<file path="src/rtl/bls_pkg.sv">
// bls_pkg: shared Black-Scholes array defaults and engine-index width helper
package bls_pkg;
  localparam int BLS_NUM_ENG = 4;
  localparam int BLS_PRICE_W = 32;
  localparam int BLS_TAG_W = 16;
  function automatic int eng_w(input int n);
    return (n > 1) ? $clog2(n) : 1;
  endfunction
endpackage

</file>
<file path="src/rtl/bls_result_arbiter_if.sv">
// bls_result_arbiter_if: engine result ports and host-side result stream
interface bls_result_arbiter_if #(
  parameter int NUM_ENG = bls_pkg::BLS_NUM_ENG,
  parameter int PRICE_W = bls_pkg::BLS_PRICE_W,
  parameter int TAG_W = bls_pkg::BLS_TAG_W
);
  logic [NUM_ENG-1:0] eng_valid;
  logic [NUM_ENG*PRICE_W-1:0] eng_price;
  logic [NUM_ENG*TAG_W-1:0] eng_tag;
  logic [NUM_ENG-1:0] eng_ack;
  logic out_valid;
  logic out_ready;
  logic [PRICE_W-1:0] out_price;
  logic [TAG_W-1:0] out_tag;
  logic [bls_pkg::eng_w(NUM_ENG)-1:0] out_eng;
  modport master (
    output eng_valid, eng_price, eng_tag, out_ready,
    input eng_ack, out_valid, out_price, out_tag, out_eng
  );
  modport slave (
    input eng_valid, eng_price, eng_tag, out_ready,
    output eng_ack, out_valid, out_price, out_tag, out_eng
  );
endinterface

</file>
<file path="src/rtl/bls_result_fifo.sv">
// bls_result_fifo: synchronous FIFO with flush, fill count and zeroed head when empty
module bls_result_fifo #(
  parameter int W = 8,
  parameter int DEPTH = 8
) (
  input logic clock,
  input logic reset,
  input logic clear,
  input logic push,
  input logic pop,
  input logic [W-1:0] din,
  output logic [W-1:0] dout,
  output logic [$clog2(DEPTH):0] fill
);
  localparam int AW = $clog2(DEPTH);
  logic [W-1:0] mem [DEPTH];
  logic [AW-1:0] wr_ptr, rd_ptr;
  logic push_ok, pop_ok;
  assign push_ok = push && fill != (AW+1)'(DEPTH);
  assign pop_ok = pop && fill != '0;
  always_ff @(posedge clock or posedge reset)
    if (reset) begin
      wr_ptr <= '0;
      rd_ptr <= '0;
      fill <= '0;
    end else if (clear) begin
      wr_ptr <= '0;
      rd_ptr <= '0;
      fill <= '0;
    end else begin
      if (push_ok) wr_ptr <= wr_ptr + 1'b1;
      if (pop_ok) rd_ptr <= rd_ptr + 1'b1;
      fill <= fill + (AW+1)'(push_ok) - (AW+1)'(pop_ok);
    end
  // storage is never reset; entries are only visible while fill covers them
  always_ff @(posedge clock)
    if (push_ok && !clear) mem[wr_ptr] <= din;
  assign dout = (fill == '0) ? '0 : mem[rd_ptr];
endmodule

</file>
<file path="src/rtl/bls_result_arbiter.sv">
// bls_result_arbiter: round-robin collection of engine results into one tagged output stream
module bls_result_arbiter
  import bls_pkg::*;
#(
  parameter int NUM_ENG = BLS_NUM_ENG,
  parameter int PRICE_W = BLS_PRICE_W,
  parameter int TAG_W = BLS_TAG_W,
  parameter int FIFO_DEPTH = 8
) (
  input logic clock,
  input logic reset,
  input logic clear,
  bls_result_arbiter_if.slave bus,
  output logic [31:0] result_count,
  output logic busy
);
  localparam int ENG_W = eng_w(NUM_ENG);
  localparam int W = ENG_W + TAG_W + PRICE_W;
  localparam int FW = $clog2(FIFO_DEPTH) + 1;
  logic [ENG_W-1:0] last_grant, gnt, hi, lo;
  logic hi_hit, push, pop;
  logic [TAG_W-1:0] tag;
  logic [PRICE_W-1:0] price;
  logic [FW-1:0] fill;
  logic [W-1:0] head;
  // lowest valid index above last_grant wins, else wrap to the lowest valid index
  always_comb begin
    hi = '0;
    lo = '0;
    hi_hit = 1'b0;
    tag = '0;
    price = '0;
    for (int i = NUM_ENG - 1; i >= 0; i--)
      if (bus.eng_valid[i]) begin
        lo = ENG_W'(i);
        if (i > int'(last_grant)) begin
          hi = ENG_W'(i);
          hi_hit = 1'b1;
        end
      end
    gnt = hi_hit ? hi : lo;
    for (int i = 0; i < NUM_ENG; i++)
      if (ENG_W'(i) == gnt) begin
        tag = bus.eng_tag[i*TAG_W +: TAG_W];
        price = bus.eng_price[i*PRICE_W +: PRICE_W];
      end
  end
  assign push = fill != FW'(FIFO_DEPTH) && |bus.eng_valid && !clear;
  assign pop = bus.out_valid && bus.out_ready;
  assign bus.eng_ack = push ? NUM_ENG'(1) << gnt : '0;
  assign bus.out_valid = fill != '0;
  assign {bus.out_eng, bus.out_tag, bus.out_price} = head;
  assign busy = bus.out_valid || |bus.eng_valid;
  always_ff @(posedge clock or posedge reset)
    if (reset) begin
      last_grant <= ENG_W'(NUM_ENG - 1);
      result_count <= '0;
    end else if (clear) begin
      last_grant <= ENG_W'(NUM_ENG - 1);
      result_count <= '0;
    end else begin
      if (push) last_grant <= gnt;
      if (pop) result_count <= result_count + 32'd1;
    end
  bls_result_fifo #(.W(W), .DEPTH(FIFO_DEPTH)) fifo (
    .clock(clock),
    .reset(reset),
    .clear(clear),
    .push(push),
    .pop(pop),
    .din({gnt, tag, price}),
    .dout(head),
    .fill(fill)
  );
endmodule

</file>
<file path="src/flat_wrapper.sv">
// flat-port wrapper written by rule: the top's interface ports become plain ports
module bls_result_arbiter_flat import bls_pkg::*;
#(
  parameter int NUM_ENG = BLS_NUM_ENG,
  parameter int PRICE_W = BLS_PRICE_W,
  parameter int TAG_W = BLS_TAG_W,
  parameter int FIFO_DEPTH = 8
)
  (clock, reset, clear, result_count, busy, bus_eng_valid, bus_eng_price, bus_eng_tag, bus_out_ready, bus_eng_ack, bus_out_valid, bus_out_price, bus_out_tag, bus_out_eng);
  bls_result_arbiter_if #(.NUM_ENG(NUM_ENG), .PRICE_W(PRICE_W), .TAG_W(TAG_W)) bus_i ();
  input logic clock;
  input logic reset;
  input logic clear;
  output logic [31:0] result_count;
  output logic busy;
  input wire logic [$bits(bus_i.eng_valid)-1:0] bus_eng_valid;
  input wire logic [$bits(bus_i.eng_price)-1:0] bus_eng_price;
  input wire logic [$bits(bus_i.eng_tag)-1:0] bus_eng_tag;
  input wire logic [$bits(bus_i.out_ready)-1:0] bus_out_ready;
  output wire logic [$bits(bus_i.eng_ack)-1:0] bus_eng_ack;
  output wire logic [$bits(bus_i.out_valid)-1:0] bus_out_valid;
  output wire logic [$bits(bus_i.out_price)-1:0] bus_out_price;
  output wire logic [$bits(bus_i.out_tag)-1:0] bus_out_tag;
  output wire logic [$bits(bus_i.out_eng)-1:0] bus_out_eng;
  assign bus_i.eng_valid = bus_eng_valid;
  assign bus_i.eng_price = bus_eng_price;
  assign bus_i.eng_tag = bus_eng_tag;
  assign bus_i.out_ready = bus_out_ready;
  assign bus_eng_ack = bus_i.eng_ack;
  assign bus_out_valid = bus_i.out_valid;
  assign bus_out_price = bus_i.out_price;
  assign bus_out_tag = bus_i.out_tag;
  assign bus_out_eng = bus_i.out_eng;
  bls_result_arbiter #(.NUM_ENG(NUM_ENG), .PRICE_W(PRICE_W), .TAG_W(TAG_W), .FIFO_DEPTH(FIFO_DEPTH)) u_core (.clock(clock), .reset(reset), .clear(clear), .bus(bus_i), .result_count(result_count), .busy(busy));
endmodule
</file>
<file path="config.mk">
export PLATFORM = sky130hd
export DESIGN_NAME = bls_result_arbiter_flat
export DESIGN_NICKNAME = d
export VERILOG_FILES = /design/src/rtl/bls_pkg.sv /design/src/rtl/bls_result_arbiter_if.sv /design/src/rtl/bls_result_fifo.sv /design/src/rtl/bls_result_arbiter.sv /design/src/flat_wrapper.sv
export SDC_FILE = /design/constraint.sdc
export NUM_CORES = 1
export LEC_CHECK = 0
export BUFFER_PORTS_ARGS = -buffer_cell sky130_fd_sc_hd__buf_2
export CAP_MARGIN = 25
export CORE_UTILIZATION = 61
export DETAILED_ROUTE_END_ITERATION = 8
export GPL_TIMING_DRIVEN = 0
export HOLD_SLACK_MARGIN = 0.06
export PLACE_DENSITY = 0.85
export SETUP_SLACK_MARGIN = 0.05
export SYNTH_ARGS = -nofsm -noshare
export SYNTH_HDL_FRONTEND = slang
export SYNTH_HIERARCHICAL = 1
export SYNTH_SLANG_ARGS = --single-unit
export TNS_END_PERCENT = 30
</file>
<file path="constraint.sdc">
create_clock -name clock -period 17.35 [get_ports clock]
set_clock_uncertainty 0.05 [all_clocks]
set_input_delay 5.205 -clock clock [delete_from_list [all_inputs] [get_ports clock]]
set_output_delay 5.205 -clock clock [all_outputs]
set_load 0.1 [all_outputs]
</file>
==> After elaboration in Yosys (flattened, before gate mapping) <==
Memories as Yosys holds them, arrays and structs flattened.
Cells that the tools add are included.
{ "totals": {"ff_bits": 44, "mem_bits_rw": 400, "in_bits": 200, "output_inout_bits": 88, "elab_cells": 73, "n_memories": 1} }
{ "memory_table": {"columns": ["name", "words", "word_bits", "rd", "rd_clocked_by_memory_dff", "wr", "line_no", "rtl"], "rows": [
  ["u_core.fifo.mem", 8, 50, 1, 0, 1, "bls_result_fifo.sv:16", "logic [W-1:0] mem [DEPTH];"]
]} }
{ "op_classes": {"add_sub_neg": 5, "magnitude_cmp": 3, "eq_ne": 4, "shift": 1, "mux": 38, "n_reduce_logical": 16} }
{ "ops": {"columns": ["cell", "count"], "rows": [
  ["$mux W32", 6],
  ["$mux W16", 4],
  ["$mux W50", 1],
  ["$add A32 B1 Y32 const B", 1],
  ["$mux W2", 13],
  ["$mux W3", 4],
  ["$mux W1", 8],
  ["$mux W4", 2],
  ["$reduce_bool A2 Y1", 4],
  ["$add A3 B1 Y3 const B", 2],
  ["$logic_and A1 B1 Y1", 6],
  ["$add A4 B1 Y4", 1],
  ["$eq A2 B2 Y1 const A", 2],
  ["$gt A2 B2 Y1 const A", 2],
  ["$logic_not A4 Y1", 1],
  ["$ne A4 B4 Y1 const B", 1],
  ["$reduce_bool A4 Y1", 1],
  ["$reduce_or A4 Y1", 1],
  ["$shl A1 B2 Y4 const A", 1],
  ["$sub A4 B1 Y4", 1],
  ["$eq A1 B2 Y1 const A", 1],
  ["$gt A1 B2 Y1 const A", 1],
  ["$logic_not A2 Y1", 1],
  ["$logic_not A1 Y1", 1],
  ["$logic_or A1 B1 Y1", 1]
]} }

==> Longest topological paths before layout <==
Gate-level depths: netlist of the first run.
{ "logic_depth": {"word_depth": 13, "depth_mapped": 12, "mapped_depth_nobuf": 12} }

==> By module <==
Netlist of the first run, hierarchy kept.
{ "modules_own_cells": {"columns": ["module", "n_inst", "cells_each", "area_each_um2", "seq_area_each_um2"], "rows": [
  ["bls_result_fifo", 1, 660, 15590.0, 12261.8],
  ["bls_result_arbiter", 1, 490, 3357.0, 853.3]
]} }

==> Worst setup path before layout of the first run <==
Ideal clock, no wire load.
{ "synth_timing": {"path_kind": "in2out", "from": "in bus_eng_valid[1]", "to": "out bus_eng_ack[0]", "arrival_time_ns": 9.005, "t_required_ns": 12.095, "path_slack_ns": 3.090, "path_stages": 5, "path_buffers": 2, "path_cell_list": "buf_2 > a221oi_1 > o21ai_1 > clkbuf_1 > nor4_1"} }
{ "synth_between": {"elab_chain_cells": 5, "word_cells_on_any_way": 10, "classes_between": "shift: 1; mux: 6; reduce/logical: 3"} }
{ "synth_rtl": {"columns": ["item", "line_no", "rtl"], "rows": [
  ["from (decl)", "flat_wrapper.sv:16", "input wire logic [$bits(bus_i.eng_valid)-1:0] bus_eng_valid;"],
  ["$mux W2 (2 in a row)", "bls_result_arbiter.sv:34", "if (bus.eng_valid[i]) begin"],
  ["$mux W2 *", "bls_result_arbiter.sv:41", "gnt = hi_hit ? hi : lo;"],
  ["named net u_core.gnt[0]", "bls_result_arbiter.sv:20", "logic [ENG_W-1:0] last_grant, gnt, hi, lo;"],
  ["$shl A1 B2 Y4 *", "bls_result_arbiter.sv:50", "assign bus.eng_ack = push ? NUM_ENG'(1) << gnt : '0;"],
  ["$mux W4 *", "bls_result_arbiter.sv:50", null],
  ["to (decl)", "flat_wrapper.sv:20", "output wire logic [$bits(bus_i.eng_ack)-1:0] bus_eng_ack;"]
]} }
Mark *: on every way through the listed nets, which the timed path passes. The rest lies on a longest branch.

==> Worst setup path after layout of the first run <==
{ "layout_timing": {"from": "in bus_eng_valid[0]", "to": "out bus_eng_ack[1]"} }
{ "layout_between": {"elab_chain_cells": 4, "word_cells_on_any_way": 7, "classes_between": "shift: 1; mux: 3; reduce/logical: 3"} }
{ "layout_rtl": {"columns": ["item", "line_no"], "rows": [
  ["$mux W2", "bls_result_arbiter.sv:34"],
  ["$mux W2", "bls_result_arbiter.sv:41"],
  ["named net u_core.gnt[0]", "bls_result_arbiter.sv:20"],
  ["$shl A1 B2 Y4", "bls_result_arbiter.sv:50"],
  ["$mux W4", "bls_result_arbiter.sv:50"]
]} }
The timed path passes the listed nets, and every way through them passes these cells.

==> results_dict.tcl, run 1 <==
set metrics [dict create \
    reg2reg_from "u_core/last_grant[1]" \
    syn_inst 1150 \
    critPathRequiredTime_ns 12.10 \
    drive_gt1_share_pct 33.2 \
    timing.fmax_ghz 0.0759 \
    synth_cell_types 52 \
    root_buffer "clkbuf_16" \
    ff2ff_setup_slack_ns 13.52 \
    wl_per_cell_microns 27.6 \
    rsz0062_at_grt "false" \
    vias_per_cell 6.69 \
    dp_hpwl_microns 33700 \
    synthTopCellsByCount "edfxtp_1, mux4_2, a22o_1" \
    hold_class "flip-flop to flip-flop" \
    h-tree-depth 2 \
    yosys-top-cells-area "edfxtp_1, mux4_2, dfrtp_1" \
    worst_path_max_delay_cell "clkbuf_1" \
    yosysMostFrequentCell "edfxtp_1" \
    fin_crit_ns 13.17 \
    switching_share_pct 39.4 \
    path_clk_slew_ns 0.06 \
    max_stage_delay_ns 0.78 \
    power.leakage_nw 8.49 \
    syn_avg_cell_area_sq_um 16.5 \
    worstPathArrival_ns 7.92 \
    cts_tree "built" \
    worstPathMaxFanout 17 \
    synth-seq-cells 444 \
    synth_fp_nets 1360 \
    fill_cells 1698 \
    coreArea_sq_um 30600 \
    worstReg2RegEnd "u_core/fifo/mem[1][3]" \
    num_vias 12900 \
    p_int_mw 2.24 \
    io_buffers 285 \
    report.final.hold_viol_count 0 \
    finalSetupViolCount 0 \
    firstDrtPassIters 7 \
    path_cells "buf_2 > inv_1 > a221oi_1 > o21ai_1 > buf_4 > clkbuf_1 > and3_1 > buf_2" \
    dp_cells 1856 \
    netlist.area_leader.share_pct 63.4 \
    p_per_area_nw_per_um2 162 \
    antennaDiodeCount 0 \
    end_kind "output port" \
    wl_microns 53400 \
    pwr-share-comb_pct 38.3 \
    rows 64 \
    crit_path_start_kind "primary input" \
    min_from "u_core/result_count[31]" \
    cp_num_buf_inv 5 \
    slew_headroom_pct 25.3 \
    antenna_found_initial 1 \
    cts_sinks 444 \
    synth-edff-count 400 \
    io_pins 288 \
    worst_slew_pin_slew_ns 1.12 \
    cts_resized 0 \
    clockBufferDepth 3 \
    ys_warn_count 6 \
    first_global_vias 13000 \
    whs_path_depth 2 \
    switching_power_mw 1.46 \
    die_w_microns 178 \
    slew_violations 0 \
    seqPwrFrac_pct 36.3 \
    status "completed" \
    placed_area_sq_um 21400 \
    cp.depth 8 \
    synthFlopType "edfxtp_1" \
    postCtsHoldBufs 0 \
    ir_drop_uv 99.5 \
    area_growth_pct 20.5 \
    multi_input_area_sq_um 5340 \
    grt_max_degree 25 \
    synthArstFlopShare_pct 9.91 \
    track_usage_pct 34.0 \
    setup_tns_ns 0 \
    crit_family "buffers and inverters" \
    grt_pass1_wl_microns 77600 \
    die_area_sq_um 31800 \
    hold_end "u_core/result_count[31]" \
    cpMostUsedCell "buf_2" \
    cts_inserted_buffers 43 \
    syn_area_sq_um 18900 \
    whs_ns 0.502 \
    final_cell_area_sq_um 22800 \
    seqCellArea_sq_um 13100 \
    yosysSeqAreaShare_pct 69.2 \
    drt_iter0_drc 1863 \
    r2r_cells 8 \
    cap_viol_max_count 0 \
    start_util_pct 61.9 \
    synth_largest_area_cell "edfxtp_1" \
    nets 1717 \
    clk-insertion-delay-late_ns 0.53 \
    ant_nets 0 \
    fin_cells 1935 \
    clockPowerShare_pct 25.3 \
    die_height_microns 178 \
    fin_util_pct 74.6 \
    post_cts_buffers 0 \
    globalplace.congestion 0.838 \
    path_class "primary input to output port" \
    drc 0 \
    fin_crit_sh_pct 75.9 \
    overflow 0 \
]
## final cells by class
class                      instances  share of cell area, %
tap                              396                   2.17
timing repair buffer             312                   8.32
clock inverter                    12                  0.668
multi-input combinational        581                   23.4
clock buffer                      65                   5.57
buffer                            72                   1.59
sequential                       444                   57.4
inverter                          53                  0.871
## worst register-to-register path: cells and delay by family, from the launching register on
family | cells | cell delay (ns)
flip-flops | 1 | 0.52
buffers and inverters | 3 | 1.30
AND/OR/NAND/NOR | 2 | 0.28
AO/OA/AOI/OAI | 3 | 1.32
## registers in the layout, summed over array words and instances (netlist names)
register / count
u_core/result_count: 32
u_core/fifo/rd_ptr: 3
u_core/fifo/mem: 400
u_core/fifo/wr_ptr: 3
u_core/fifo/fill: 4
u_core/last_grant: 2
## cell families (layout without fill, tap and decap cells)
group	after synthesis	count (layout)	share of synthesized area, %
DFF	444	444	69.2
muxes	117	117	12.8
xor gates and xnor gates	27	27	1.25
AOI/OAI and AO/OA	216	216	7.74
buffers and inverters	125	514	2.97
adders and majority gates	10	10	0.700
and+or+nand+nor	211	211	5.32
## worst max path at each step
stage,start,to,slack (ns)
6_report,bus_eng_valid[0],bus_eng_ack[1],4.18
5_1_grt,bus_eng_valid[0],bus_eng_ack[1],4.07
4_1_cts,bus_eng_valid[0],bus_eng_ack[1],4.32
3_5_place_dp,bus_eng_valid[2],bus_eng_ack[1],4.36
3_3_place_gp,bus_eng_valid[3],u_core/fifo/mem[0][34],3.48
2_1_floorplan,bus_eng_valid[1],bus_eng_ack[0],3.09
## power groups by stage
stage | Clock (mW) | Sequential (mW) | Combinational [mW]
after floorplan | 0 | 1.37 | 1.04
final | 0.938 | 1.35 | 1.42
after CTS | 0.943 | 1.34 | 1.40
after global routing | 0.981 | 1.35 | 1.46
after global placement | 0 | 1.37 | 1.33
after detailed placement | 0 | 1.36 | 1.38
## layer usage
metal	share of wire (%)	wire [microns]	track usage (%)
met2	50	26500	56.1
met3	11	6040	7.37
met1	34	18000	42.9
met5	0	0	0
met4	5.3	2840	17.4
## placed cells by master, fill, tap and decap left out, types with 15 or more instances in the layout
cell type / n
inv_1: 51
nor2_1: 39
a22o_1: 84
edfxtp_1: 400
mux4_2: 100
nand3_1: 18
clkbuf_1: 56
dfrtp_1: 42
xor2_1: 17
o21ai_1: 22
a22oi_1: 15
o21ai_0: 37
buf_6: 16
buf_2: 296
nand2_1: 82
a21oi_1: 48
clkbuf_16: 45
## metrics by stage
step	worst slack (ns)	power (mW)
floorplan	3.09	2.41
global placement	3.48	2.69
detailed placement	4.36	2.74
CTS	4.32	3.68
global route	4.07	3.79
finish	4.18	3.70
Power figures use the tool's default switching activity.
==> inputs of run 2 (changes only) <==
Settings changed: ABC_AREA from default to 1, CORE_UTILIZATION 61 to 53, PLACE_DENSITY 0.85 to 0.77.
Clock period 17.35 ns to 12.04 ns, I/O delays scaled along.
==> results_dict.tcl, run 2 <==
set metrics [dict create \
    status "completed" \
    rows 74 \
    yosysMostFrequentCell "nand2_1" \
    ys_warn_count 6 \
    start_util_pct 53.7 \
    fin_crit_sh_pct 80.8 \
    overflow 0 \
    dp_hpwl_microns 46300 \
    grt_max_degree 28 \
    path_clk_slew_ns 0.06 \
    end_kind "output port" \
    cp_num_buf_inv 4 \
    io_buffers 287 \
    whs_path_depth 1 \
    hold_class "flip-flop to flip-flop" \
    crit_family "simple AND/OR/NAND/NOR gates" \
    path_cells "buf_2 > clkinv_1 > nand2_1 > nand2_1 > nand2_1 > nand2_2 > nand2_1 > buf_2 > nand2_1 > nor2_1 > buf_2" \
    first_global_vias 18200 \
    die_w_microns 205 \
    syn_inst 2468 \
    cts_sinks 444 \
    vias_per_cell 5.65 \
    cts_tree "built" \
    io_pins 288 \
    clockBufferDepth 3 \
    grtUsageMet3_pct 8.96 \
    antenna_found_initial 3 \
    synth-seq-cells 444 \
    clk-insertion-delay-late_ns 0.57 \
    cts_inserted_buffers 46 \
    globalplace.congestion 0.903 \
    drt_iter0_drc 2573 \
    p_per_area_nw_per_um2 240 \
    layout_commonest_cell "nand2_1" \
    synth_fp_nets 2678 \
    wl_per_cell_microns 20.3 \
    slew_violations 0 \
    crit_path_start_kind "primary input" \
    r2r_cells 12 \
    cap_viol_max_count 0 \
    worstPathArrival_ns 6.06 \
    root_buffer "clkbuf_16" \
    largest_reg_flops 400 \
    use_met2_pct 51.1 \
    syn_avg_cell_area_sq_um 8.87 \
    die_height_microns 205 \
    synthTopCellsByCount "nand2_1, inv_1, nand3_1" \
    synthArstFlopShare_pct 9.91 \
    post_cts_buffers 0 \
    netlist.area_leader.share_pct 54.9 \
    final_cell_mix "nand2_1, inv_1, nand3_1, edfxtp_1, buf_2" \
    synthFlopType "edfxtp_1" \
    synth-edff-count 400 \
    coreArea_sq_um 40700 \
    report.final.hold_viol_count 0 \
    critPathRequiredTime_ns 8.38 \
    cp.depth 11 \
    max_stage_delay_ns 0.59 \
    yosys-top-cells-area "edfxtp_1, nand2_1, nand3_1" \
    placed_area_sq_um 24400 \
    die_area_sq_um 42100 \
    worstPathMaxFanout 17 \
    grt_pass1_wl_microns 101000 \
    grt-busiest-layer "met2" \
    ir_drop_uv 192 \
    power.leakage_nw 12.0 \
    drc 0 \
    rsz0062_at_grt "false" \
    syn_area_sq_um 21900 \
    hold_end "u_core/result_count[4]" \
    slew_headroom_pct 25.2 \
    cts_resized 0 \
    path_class "primary input to output port" \
    yosysSeqAreaShare_pct 59.9 \
    fin_crit_ns 9.73 \
    ff2ff_setup_slack_ns 8.97 \
    h-tree-depth 2 \
    wl_microns 68600 \
    min_from "u_core/result_count[4]" \
    firstDrtPassIters 7 \
    worst_path_max_delay_cell "nand2_1" \
    largest_register "u_core/fifo/mem" \
    ant_nets 0 \
    synth_cell_types 29 \
    grtUsageMet1_pct 40.8 \
    reg2reg_from "u_core/fifo/fill[1]" \
    top_regs "u_core/fifo/mem x400, u_core/result_count x32, u_core/fifo/fill x4" \
    final_cell_area_sq_um 25800 \
    finalSetupViolCount 0 \
    drive_gt1_share_pct 16.6 \
    track_usage_pct 32.4 \
    synth_largest_area_cell "edfxtp_1" \
    nets 3027 \
    timing.fmax_ghz 0.103 \
    cpMostUsedCell "nand2_1" \
    setup_tns_ns 0 \
    postCtsHoldBufs 0 \
    num_vias 19100 \
    worst_slew_pin_slew_ns 1.12 \
    worstReg2RegEnd "u_core/fifo/fill[2]" \
    area_growth_pct 18.0 \
]
[run 2: cell count changes after synthesis, sizes merged, moves of 81 or more]
cell | previous run | this run
a22o | 84 | 0
buf | 29 | 110
inv | 53 | 464
mux4 | 100 | 0
nand2 | 82 | 639
nand3 | 18 | 426
nand4 | 12 | 105
nor2 | 45 | 199
[run 2: worst max path at each step]
stage / slack, ns / from / end
6_report: 2.31 / bus_eng_valid[1] / bus_eng_ack[1]
5_1_grt: 2.25 / bus_eng_valid[1] / bus_eng_ack[1]
4_1_cts: 2.39 / bus_eng_valid[1] / bus_eng_ack[1]
3_5_place_dp: 2.40 / bus_eng_valid[1] / bus_eng_ack[1]
3_3_place_gp: 2.45 / bus_eng_valid[1] / bus_eng_ack[1]
2_1_floorplan: 1.96 / bus_eng_valid[1] / bus_eng_ack[2]
[run 2: cells by family after synthesis]
logic type / count (synthesis) / share of synthesized area [%]
AO/OA/AOI/OAI: 33 / 0.800
buffers and inverters: 599 / 10.9
AND/OR/NAND/NOR: 1377 / 27.6
XOR/XNOR: 5 / 0.200
adder cells (fa/ha/maj): 10 / 0.606
flip-flops: 444 / 59.9
[run 2: power by group]
group	switching (mW)	total, mW	internal [mW]	leakage [nW]
clock	0.582	1.36	0.775	0.699
sequential	0.0287	2.00	1.97	4.23
combinational	2.33	2.85	0.522	7.02
[run 2: area by class of cell]
class                   count  area (sq um)
diodes                      3          7.51
inverters                 467          1750
clock inverters            17           121
well taps                 532           666
multi-input cells        1425          6440
flip-flops and latches    444         13100
repair buffers            301          1780
fillers                  3236         14900
clock buffers              66          1310
plain buffers             132           637
[run 2: worst reg2reg max path: cells and delay by family, from the launching register on]
| kind | cells | cell delay, ns |
|---|---|---|
| buffers and inverters | 3 | 0.48 |
| xor gates and xnor gates | 1 | 0.20 |
| adders and majority gates | 3 | 0.94 |
| DFF | 1 | 0.41 |
| and+or+nand+nor | 5 | 0.85 |
[run 2: metrics by stage]
step	power (mW)	instances	setup slack [ns]	util (%)	hold WS [ns]
5_1_grt	6.41	3385	2.25	63.4	0.516
3_3_place_gp	4.72	3287	2.45	58.9	0.463
4_1_cts	6.15	3384	2.39	63.4	0.472
6_report	6.21	3387	2.31	63.4	0.473
2_1_floorplan	4.02	2468	1.96	-	0.500
3_5_place_dp	4.80	3301	2.40	59.9	0.463
[run 2: metal layers]
metal / share of wire (%) / vias up
li1: - / 8688
met1: 36 / 8840
met2: 45 / 1348
met3: 13 / 266
met4: 5.4 / 0
met5: 0 / -
==> inputs of run 3 (changes only) <==
Settings changed: ABC_AREA 1 to 0, CORE_UTILIZATION 53 to 51, PLACE_DENSITY 0.77 to 0.76.
Clock period 12.04 ns to 8.4 ns, I/O delays scaled along.
==> results_dict.tcl, run 3 (synthesis gave the netlist of run 1 again) <==
set metrics [dict create \
    wl_microns 48100 \
    worstPathMaxFanout 17 \
    path_class "primary input to output port" \
    p_int_mw 4.60 \
    worst_slew_pin_slew_ns 1.12 \
    post_cts_buffers 0 \
    die_height_microns 195 \
    drive_gt1_share_pct 33.2 \
    crit_path_start_kind "primary input" \
    ff2ff_setup_slack_ns 4.31 \
    h-tree-depth 2 \
    die_area_sq_um 37900 \
    root_buffer "clkbuf_16" \
    drc 0 \
    largest_reg_flops 400 \
    globalplace.congestion 0.852 \
    num_vias 12000 \
    coreArea_sq_um 36600 \
    first_global_vias 12000 \
    switching_power_mw 2.96 \
    reg2reg_from "u_core/fifo/fill[1]" \
    power.leakage_nw 8.46 \
    clockBufferDepth 3 \
    fin_crit_sh_pct 92.3 \
    rows 70 \
    finalPower_mw 7.56 \
    track_usage_pct 25.4 \
    ant_nets 0 \
    worstPathArrival_ns 5.18 \
    antenna_found_initial 2 \
    worstReg2RegEnd "u_core/fifo/mem[0][28]" \
    r2r_cells 10 \
    seqPwrFrac_pct 36.6 \
    final_cell_mix "edfxtp_1, buf_2, mux4_2, a22o_1, nand2_1" \
    hold_end "u_core/result_count[12]" \
    largest_register "u_core/fifo/mem" \
    fin_crit_ns 7.75 \
    critPathRequiredTime_ns 5.83 \
    io_buffers 285 \
    dp_hpwl_microns 32100 \
    rsz0062_at_grt "false" \
    timing.fmax_ghz 0.129 \
    io_pins 288 \
    cts_inserted_buffers 44 \
    pwr-share-comb_pct 37.8 \
    finalSetupViolCount 0 \
    hold_class "flip-flop to flip-flop" \
    dp_cells 1929 \
    top_regs "u_core/fifo/mem x400, u_core/result_count x32, u_core/fifo/fill x4" \
    vias_per_cell 6.00 \
    cts_sinks 444 \
    clockPowerShare_pct 25.6 \
    fin_cells 2008 \
    whs_path_depth 2 \
    die_w_microns 195 \
    ir_drop_uv 180 \
    switching_share_pct 39.2 \
    nets 1717 \
    slew_violations 0 \
    min_from "u_core/result_count[12]" \
    grt_max_degree 26 \
    overflow 0 \
    drt_iter0_drc 1167 \
    cap_viol_max_count 0 \
    grt_pass1_wl_microns 71300 \
    path_clk_slew_ns 0.06 \
    area_growth_pct 20.7 \
    wl_per_cell_microns 24.0 \
    cts_tree "built" \
    report.final.hold_viol_count 0 \
    postCtsHoldBufs 0 \
    layout_commonest_cell "edfxtp_1" \
    clk-insertion-delay-late_ns 0.55 \
    firstDrtPassIters 5 \
    start_util_pct 51.8 \
    end_kind "output port" \
    status "completed" \
    cts_resized 0 \
    slew_headroom_pct 25.6 \
    p_per_area_nw_per_um2 331 \
]
## run 3: cell count changes in the layout (fill, tap and decap cells not counted), moves of 34 or more
cell,previous run,this run
nor2_1,188,39
buf_2,373,296
nand2_1,636,82
nand3_1,426,18
mux4_2,0,100
a21oi_1,14,48
a22o_1,0,84
inv_1,462,51
nand4_1,105,12
## run 3: worst max-delay path by stage
stage	slack [ns]	startpoint	end
finish	0.65	bus_eng_valid[2]	bus_eng_ack[1]
floorplan	0.55	bus_eng_valid[3]	u_core/fifo/mem[0][0]
detailed placement	0.65	bus_eng_valid[2]	bus_eng_ack[1]
global route	0.52	bus_eng_valid[2]	bus_eng_ack[1]
global placement	-2.96	bus_eng_valid[3]	u_core/fifo/mem[0][17]
CTS	0.65	bus_eng_valid[2]	bus_eng_ack[1]
## run 3: final cells by class
| class | instances | area (sq um) |
|---|---|---|
| clock inverter | 23 | 250 |
| inverter | 53 | 199 |
| sequential | 444 | 13100 |
| buffer | 72 | 363 |
| clock buffer | 55 | 1160 |
| tap | 468 | 586 |
| antenna | 1 | 2.50 |
| fill | 2587 | 13700 |
| multi-input combinational | 581 | 5340 |
| timing repair buffer | 311 | 1860 |
## run 3: critical path, stage by stage
cell and delay (ns):
buf_2 0.13, inv_1 0.13, a221oi_1 0.10, o21ai_1 0.75, clkbuf_1 0.84, and3_1 0.27, buf_2 0.42
## run 3: power groups by stage
stage,logic [mW],registers (mW),clock network (mW)
final,2.86,2.77,1.93
after CTS,2.86,2.77,1.96
after detailed placement,2.85,2.81,0
after floorplan,2.15,2.83,0
after global routing,2.98,2.78,2.04
after global placement,2.76,2.82,0
## run 3: layer usage
layer  vias up  track usage [%]  wire length (microns)
met5         -                0                     23
met4         4             10.1                   1780
met3       109             5.38                   4410
met2       565             41.6                  23700
met1      6102             33.4                  18200
li1       5267                -                      -
## run 3: stage by stage
step | worst slack [ns] | util, % | hold slack (ns) | TNS [ns] | area, sq um
2_1_floorplan | 0.553 | - | 0.507 | 0 | 19000
3_3_place_gp | -2.96 | 57.3 | 0.475 | -401.24 | 21000
3_5_place_dp | 0.650 | 58.6 | 0.509 | 0 | 21500
4_1_cts | 0.649 | 62.5 | 0.527 | 0 | 22900
5_1_grt | 0.519 | 62.5 | 0.555 | 0 | 22900
6_report | 0.647 | 62.5 | 0.523 | 0 | 22900
